**src/rtl/in_port_scheduler_pkg.sv**
```systemverilog
// Shared types and build-time defaults for the input-port scheduler.
// Macro values come from generate_parameter.vh when present; fallbacks keep the slice standalone.
`ifndef PORT_NUM
`define PORT_NUM 4
`endif
`ifndef DATA_WIDTH
`define DATA_WIDTH 32
`endif
`ifndef DATA_LENGTH_MAX
`define DATA_LENGTH_MAX 16
`endif

package in_port_scheduler_pkg;

   localparam int DEF_PORT_NUM     = `PORT_NUM;
   localparam int DEF_DATA_WIDTH   = `DATA_WIDTH;
   localparam int DEF_WIDTH_LENGTH = $clog2(`DATA_LENGTH_MAX);

   typedef enum logic [1:0] {
      ST_IDLE    = 2'd0,
      ST_HEAD    = 2'd1,
      ST_READ    = 2'd2,
      ST_RELEASE = 2'd3
   } sched_state_t;

   // Modulo increment used to advance the round-robin pointer past the served port.
   function automatic int wrap_inc(input int value, input int modulus);
      return (value + 1 >= modulus) ? 0 : value + 1;
   endfunction

endpackage

```
**src/rtl/in_port_scheduler_picker.sv**
```systemverilog
// Combinational round-robin picker: first set request at or after ptr, wrapping to 0.
module rr_priority_picker #(
   parameter int PORT_NUM = 4,
   parameter int IDX_W    = 2
) (
   input  logic [PORT_NUM-1:0] req,
   input  logic [IDX_W-1:0]    ptr,
   output logic                any,
   output logic [IDX_W-1:0]    idx
);

   logic [PORT_NUM-1:0] rot;
   logic [IDX_W:0]      sum;

   // Rotate so bit 0 is the port at ptr; the lowest set bit then wins.
   assign rot = PORT_NUM'({req, req} >> ptr);

   always_comb begin
      any = |rot;
      sum = '0;
      for (int j = PORT_NUM - 1; j >= 0; j--) begin
         if (rot[j]) begin
            sum = {1'b0, ptr} + (IDX_W+1)'(j);
         end
      end
      if (sum >= (IDX_W+1)'(PORT_NUM)) begin
         idx = IDX_W'(sum - (IDX_W+1)'(PORT_NUM));
      end else begin
         idx = sum[IDX_W-1:0];
      end
   end

endmodule

```
**src/rtl/in_port_scheduler.sv**
```systemverilog
// Moves completed packets from per-port input FIFOs into the shared cache write port,
// one packet at a time: header beat (control word), len data beats, then a ready pulse.
module in_port_scheduler
   import in_port_scheduler_pkg::*;
#(
   parameter  int PORT_NUM     = DEF_PORT_NUM,
   parameter  int DATA_WIDTH   = DEF_DATA_WIDTH,
   parameter  int WIDTH_LENGTH = DEF_WIDTH_LENGTH,
   localparam int IDX_W        = (PORT_NUM > 1) ? $clog2(PORT_NUM) : 1
) (
   input  logic                           clk,
   input  logic                           rst,
   input  logic [PORT_NUM-1:0]            port_done,
   input  logic [PORT_NUM*DATA_WIDTH-1:0] port_ctrl_data,
   output logic [PORT_NUM-1:0]            port_ready,
   output logic [PORT_NUM-1:0]            fifo_rd_en,
   input  logic [PORT_NUM*DATA_WIDTH-1:0] fifo_rd_data,
   input  logic                           cache_space_ok,
   output logic                           cache_wr_valid,
   output logic [DATA_WIDTH-1:0]          cache_wr_data,
   output logic                           cache_sop,
   output logic                           cache_eop,
   output logic [IDX_W-1:0]               cache_wr_port
);

   localparam logic [WIDTH_LENGTH-1:0] LEN_ONE = WIDTH_LENGTH'(1);

   sched_state_t            state, state_nxt;
   logic [IDX_W-1:0]        rr_ptr;
   logic [IDX_W-1:0]        grant_id;
   logic [IDX_W-1:0]        pick_idx;
   logic                    pick_any;
   logic                    start;
   logic                    rd_now;
   logic                    last_rd;
   logic [WIDTH_LENGTH-1:0] len;
   logic [WIDTH_LENGTH-1:0] cnt;
   logic                    rd_en_d;
   logic                    last_d;
   logic [DATA_WIDTH-1:0]   ctrl_sel;
   logic [DATA_WIDTH-1:0]   fifo_sel;

   rr_priority_picker #(
      .PORT_NUM (PORT_NUM),
      .IDX_W    (IDX_W)
   ) u_picker (
      .req (port_done),
      .ptr (rr_ptr),
      .any (pick_any),
      .idx (pick_idx)
   );

   assign ctrl_sel = port_ctrl_data[grant_id*DATA_WIDTH +: DATA_WIDTH];
   assign fifo_sel = fifo_rd_data[grant_id*DATA_WIDTH +: DATA_WIDTH];
   assign start    = (state == ST_IDLE) && pick_any && cache_space_ok;
   assign rd_now   = (state == ST_READ);
   // len is nonzero whenever READ is entered, so len-1 never wraps here.
   assign last_rd  = (cnt == len - LEN_ONE);

   always_ff @(posedge clk) begin
      if (rst) begin
         state    <= ST_IDLE;
         rr_ptr   <= '0;
         grant_id <= '0;
         cnt      <= '0;
         rd_en_d  <= 1'b0;
         last_d   <= 1'b0;
      end else begin
         state   <= state_nxt;
         rd_en_d <= rd_now;
         last_d  <= rd_now && last_rd;
         case (state)
            ST_IDLE:    if (start) grant_id <= pick_idx;
            ST_HEAD:    cnt <= '0;
            ST_READ:    cnt <= cnt + LEN_ONE;
            ST_RELEASE: rr_ptr <= IDX_W'(wrap_inc(int'(grant_id), PORT_NUM));
            default:    ;
         endcase
      end
   end

   // Packet length is datapath state: only meaningful after a grant loads it.
   always_ff @(posedge clk) begin
      if (start) begin
         len <= port_ctrl_data[pick_idx*DATA_WIDTH +: WIDTH_LENGTH];
      end
   end

   always_comb begin
      state_nxt = state;
      case (state)
         ST_IDLE:    if (start) state_nxt = ST_HEAD;
         ST_HEAD:    state_nxt = (len != '0) ? ST_READ : ST_RELEASE;
         ST_READ:    if (last_rd) state_nxt = ST_RELEASE;
         ST_RELEASE: state_nxt = ST_IDLE;
         default:    state_nxt = ST_IDLE;
      endcase
   end

   always_comb begin
      fifo_rd_en     = '0;
      port_ready     = '0;
      cache_wr_valid = 1'b0;
      cache_wr_data  = '0;
      cache_sop      = 1'b0;
      cache_eop      = 1'b0;
      cache_wr_port  = '0;
      if (rd_now) begin
         fifo_rd_en[grant_id] = 1'b1;
      end
      if (state == ST_RELEASE) begin
         port_ready[grant_id] = 1'b1;
      end
      // Header and data beats never coincide: rd_en_d is low throughout HEAD.
      if (state == ST_HEAD) begin
         cache_wr_valid = 1'b1;
         cache_sop      = 1'b1;
         cache_eop      = (len == '0);
         cache_wr_data  = ctrl_sel;
      end else if (rd_en_d) begin
         cache_wr_valid = 1'b1;
         cache_eop      = last_d;
         cache_wr_data  = fifo_sel;
      end
      if (cache_wr_valid) begin
         cache_wr_port = grant_id;
      end
   end

endmodule

```
**config.mk**
```make
export PLATFORM = sky130hd
export DESIGN_NAME = in_port_scheduler
export DESIGN_NICKNAME = d
export VERILOG_FILES = /design/src/rtl/in_port_scheduler_pkg.sv /design/src/rtl/in_port_scheduler_picker.sv /design/src/rtl/in_port_scheduler.sv
export SDC_FILE = /design/constraint.sdc
export NUM_CORES = 1
export LEC_CHECK = 0
export CAP_MARGIN = 20
export CORE_AREA = 2 2 119 121
export DETAILED_ROUTE_END_ITERATION = 12
export DIE_AREA = 0 0 121 123
export GPL_TIMING_DRIVEN = 0
export PLACE_DENSITY = 0.74
export SYNTH_ARGS = -nofsm -noshare
export SYNTH_HDL_FRONTEND = slang
export SYNTH_SLANG_ARGS = --single-unit
```
**constraint.sdc**
```tcl
create_clock -name clk -period 1.8 [get_ports clk]
set_clock_uncertainty 0.05 [all_clocks]
set_input_delay 0.27 -clock clk [delete_from_list [all_inputs] [get_ports clk]]
set_output_delay 0.27 -clock clk [all_outputs]
set_load 0.01 [all_outputs]
```
# ---- Word level (Yosys, flattened, before mapping)
# Cells that the tools add are included.
dict set report totals {
  reg_bits 16
  output_inout_bits 45
}
dict set report op_classes {
  magnitude_cmp 4
  reduce_logical 11
  shifts 4
  eq_ne 6
  mux 23
  n_addsub 7
}
# cell count
set ops {}
lappend ops {{$shiftx A128 B8 Y32} 2}
lappend ops {{$shiftx A128 B8 Y4} 1}
lappend ops {{$mux W32} 2}
lappend ops {{$mux W3} 4}
lappend ops {{$mux W2} 5}
lappend ops {{$mux W4} 2}
lappend ops {{$pmux W2 S4} 1}
lappend ops {{$pmux W4 S2} 1}
lappend ops {{$shr A8 B2 Y4} 1}
lappend ops {{$mux W1} 7}
lappend ops {{$add A2 B1 Y3 const B} 2}
lappend ops {{$add A2 B2 Y3 const B} 2}
lappend ops {{$ge A3 B3 Y1 const B} 2}
lappend ops {{$add A4 B1 Y4 const B} 1}
lappend ops {{$eq A2 B2 Y1 const B} 2}
lappend ops {{$eq A4 B4 Y1} 1}
lappend ops {{$logic_and A1 B1 Y1} 4}
lappend ops {{$logic_not A4 Y1} 1}
lappend ops {{$reduce_and A2 Y1} 2}
lappend ops {{$reduce_bool A4 Y1} 1}
lappend ops {{$reduce_or A4 Y1} 1}
lappend ops {{$sub A4 B1 Y4 const B} 1}
lappend ops {{$lt A2 B3 Y1 const B} 1}
lappend ops {{$demux W1 S2} 1}
lappend ops {{other kinds (7)} 7}

# ---- Depth between registers and ports, before layout
dict set report depth {
  depth_word 8
  ltp_mapped 7
  mapped_depth_nobuf 7
}

# ---- Hierarchy
# From an unflattened synthesis, not the netlist that was laid out.
dict set report hier_totals {
  cells_unflattened 242
  area_unflattened_um2 3105.5
}
# module n_inst cells_each area_each_um2
set by_module_without_submodules {}
lappend by_module_without_submodules {in_port_scheduler 1 227 3027.9}
lappend by_module_without_submodules {rr_priority_picker 1 15 77.6}

# ---- Worst setup path before layout
# Ideal clock, no wire load.
dict set report synth_timing {
  path_kind {register -> output}
  startpoint {register state[1]}
  endpoint {output cache_wr_data[10]}
  setup_slack_ns -0.132
  stages_incl_launch_ff 8
  arrival_time_ns 1.612
  cell_sequence {dfxtp_1 > inv_1 > ha_1 > clkbuf_1 > nor2b_1 > clkbuf_1 > clkbuf_1 > a22o_1}
}
dict set report synth_via {
  elab_chain_cells 2
}
# element line_no
set synth_lines {}
lappend synth_lines {{start, declared} in_port_scheduler.sv:28} ;# sched_state_t state, state_nxt;
lappend synth_lines {{start signal, assigned} in_port_scheduler.sv:69} ;# state <= state_nxt;
lappend synth_lines {{$eq A2 B1 Y1} in_port_scheduler.sv:115} ;# if (state == ST_HEAD) begin
lappend synth_lines {{$mux W32} in_port_scheduler.sv:115}
lappend synth_lines {{end, declared} in_port_scheduler.sv:20} ;# output logic [DATA_WIDTH-1:0] cache_wr_data,
# Every way passes these cells.

# ---- Worst setup path after layout
dict set report layout_timing {
  startpoint {register grant_id[0]}
  endpoint {output cache_wr_data[21]}
}
dict set report layout_via {
  elab_chain_cells 3
}
# element line_no
set layout_lines {}
lappend layout_lines {{start, declared} in_port_scheduler.sv:30} ;# logic [IDX_W-1:0] grant_id;
lappend layout_lines {{start signal, assigned} in_port_scheduler.sv:73} ;# ST_IDLE: if (start) grant_id <= pick_idx;
lappend layout_lines {{$shiftx A128 B8 Y32} in_port_scheduler.sv:54} ;# assign fifo_sel = fifo_rd_data[grant_id*DATA_WIDTH +: DATA_WIDTH];
lappend layout_lines {{$mux W32} in_port_scheduler.sv:120} ;# end else if (rd_en_d) begin
lappend layout_lines {{$mux W32 (*)} in_port_scheduler.sv:115}
# Every way passes the cells marked *; elsewhere a longest branch is shown, timed or not.

==> impl_metrics.tcl <==
set metrics [dict create \
    status "finished, violations left" \
    violations "setup timing" \
    cts_tree "yes" \
    grt_max_degree 11 \
    rows 43 \
    switchingPower_uw 1500 \
    synth_seq_cells 16 \
    finalSetupViolations 37 \
    power_density_nw_per_um2 613 \
    fin_area_um2 6950 \
    crit_buf_inv 5 \
    initial_core_util_pct 22.0 \
    synth_top_area_cell "mux4_2" \
    synth_cell_types 36 \
    end_kind "output pin" \
    ios 308 \
    ys_warn_count 0 \
    detail_route.vias_per_cell 4.97 \
    fill_cells 1204 \
    crit_arrival_ns 1.93 \
    tns_ns -13.55 \
    cp_slowest_stage_delay_ns 0.49 \
    drc 0 \
    startpoint_type "flop" \
    ys_async_sr_fraction_pct 0 \
    critPathSlowestCell "mux4_2" \
    synthTopCellsByArea "mux4_2 48%, a22o_1 9.3%, dfxtp_1 8.0%, mux2i_1 5.3%, ha_1 4.2%" \
    gp_congestion 0.818 \
    hpwlAfterDp_um 13400 \
    relSlewSlack_pct 66.6 \
    clkPwrFrac_pct 10.1 \
    postPlaceCellArea_um2 6320 \
    grt_pass1_vias 4023 \
    yosysMostFrequentCell "mux4_2" \
    hold_viol_final 0 \
    cts_sinks 16 \
    num_antenna_cells 0 \
    tightestPinTransition_ns 0.501 \
    areaGrowthSynthToFinish_pct 131 \
    synth_nets 516 \
    first_pass_iters 4 \
    hold_class "reg2reg" \
    synth_edf_count 4 \
    yosysTopAreaCellShare_pct 48.0 \
    p_int_uw 2760 \
    ys.flop_type "dfxtp_1" \
    slew_violations 0 \
    grt_remaining_overflow 0 \
    core_area_um2 13600 \
    grt_pass1_wl_um 22500 \
    comb_power_share_pct 78.1 \
    num_vias 3836 \
    crit_family "buffers and inverters" \
    crit_fanout 6 \
    avgRoutedWirePerCell_um 21.2 \
    seqPwrFrac_pct 11.7 \
    clock.fmax_ghz 0.445 \
    final_nets 866 \
    max_cap_viol_count 0 \
    fin_ws_ns -0.445 \
    portBuffers 307 \
    cts_hold_repair.buffers 0 \
    netSwitchingFraction_pct 35.3 \
    leakage_uw 0.00263 \
    synth_common_cells "64 x mux4_2, 32 x a22o_1, 16 x mux2i_1, 12 x dfxtp_1, 12 x inv_1" \
    wl_um 16400 \
    die_h_um 123 \
    seq_area_frac_synth_pct 12.0 \
    syn_area_per_cell_um2 12.3 \
    drive_above_1_share_pct 32.8 \
    first_iter_violations 166 \
    fp.dieW_um 121 \
    syn_area_um2 3000 \
    track_usage_pct 20.0 \
    syn_inst 243 \
    rsz0062_at_grt "yes" \
    cts.clk_slew.worst_paths_ns 0.05 \
    worst_ep_required_time_ns 1.48 \
    fin_crit_ns 2.25 \
    min_period_over_period_pct 125 \
    clk_latency_ns 0.25 \
    crit_chain "buf_8 -> buf_12 -> buf_16 -> buf_6 -> mux4_2 -> a22o_1 -> buf_2" \
    cts_max_path_buffers 2 \
    antenna_found_initial 0 \
    cts_inserted_buffers 3 \
    critPathKind "reg2out" \
    worst_ir_drop_vdd_mv 0.313 \
    dieArea_um2 14900 \
    h-tree-depth 1 \
    root_buffer "clkbuf_16" \
    antenna_left 0 \
]
## power by group through the flow
| stage | sequential [uW] | clock (uW) | combinational, uW |
|---|---|---|---|
| floorplan | 480 | 0 | 1490 |
| global placement | 490 | 0 | 2900 |
| detailed placement | 495 | 0 | 2950 |
| CTS | 501 | 444 | 3290 |
| global route | 507 | 456 | 3540 |
| finish | 499 | 432 | 3330 |
## metrics by stage
step,hold slack [ns],utilization (%),worst slack (ns),power [uW],std cells
after global placement,0.442,46.4,-0.930,3390,730
after detailed placement,0.454,46.4,-0.954,3450,730
after global routing,0.505,51.0,-0.494,4510,772
after floorplan,0.294,-,0.0254,1970,243
final,0.450,51.0,-0.445,4260,772
after CTS,0.460,50.9,-0.509,4240,773
## flip-flops by register name, indices dropped and copies added (netlist names)
| signal | cells |
|---|---|
| state | 2 |
| rd_en_d | 1 |
| cnt | 4 |
| grant_id | 2 |
| len | 4 |
| last_d | 1 |
| rr_ptr | 2 |
## cell usage in the layout, fill, tap and decap left out, drive strengths merged, types with 2 or more instances in the layout
cell type / instances
edfxtp: 4
nand2b: 4
clkdlybuf4s50: 263
ha: 10
and2: 10
dlygate4sd2: 5
mux4: 64
nor3: 4
a221o: 2
a21oi: 6
o21ai: 3
buf: 90
clkbuf: 13
nand2: 7
dfxtp: 12
inv: 12
a22o: 32
xnor2: 4
mux2i: 16
nor2: 9
clkdlybuf4s15: 3
xor2: 2
nand3: 2
## timing repair
item,in CTS,in global routing
endpoints found under the hold margin,0,0
pin swaps,26,10
cloned,8,0
buffers inserted,31,5
gates resized for setup,229,28
endpoints found under the setup margin,52,45
## cells by family after synthesis
| kind of cell | synth area share (%) |
|---|---|
| mux | 53.8 |
| compound gates | 13.4 |
| simple gates | 7.34 |
| buf+inv | 7.55 |
| flops | 12.0 |
| fa+ha+maj | 4.17 |
| xor+xnor | 1.75 |
## area by class of cell
type | instances | area (um2) | share of cell area (%)
repair buffers | 346 | 3410 | 49.1
clock inverters | 1 | 3.75 | 0.0540
flip-flops and latches | 16 | 375 | 5.40
plain buffers | 26 | 327 | 4.70
clock buffers | 3 | 75.1 | 1.08
inverters | 12 | 45.0 | 0.649
multi-input cells | 188 | 2480 | 35.7
well taps | 180 | 225 | 3.24
## path summary, 6_finish.rpt
| kind | from | to | slack [ns] | cells after the start |
|---|---|---|---|---|
| max | grant_id[0] | cache_wr_data[21] | -0.45 | 7 |
| min reg2reg | rr_ptr[0] | rr_ptr[0] | 0.45 | 2 |
| min | rr_ptr[0] | rr_ptr[0] | 0.45 | 2 |
| max reg2reg | rr_ptr[0] | len[2] | 0.09 | 6 |
## layer usage
metal  part of all wire (%)  global-route usage (%)  up-vias  wire length, um
li1                       -                       -     1719                -
met1                     36                    22.5     1876             5900
met2                     53                    38.2      215             8730
met3                    8.6                    4.61       26             1420
met4                    2.2                    4.87        0              357
met5                      0                       0        -                0
## worst register-to-register path, delay by kind of cell (launching register included)
kind | cells | cell delay (ns)
flip-flops | 1 | 0.33
buffers and inverters | 2 | 0.22
multiplexers | 2 | 0.32
AO/OA/AOI/OAI | 2 | 0.53
No activity file was read; power rests on OpenSTA's default activity.
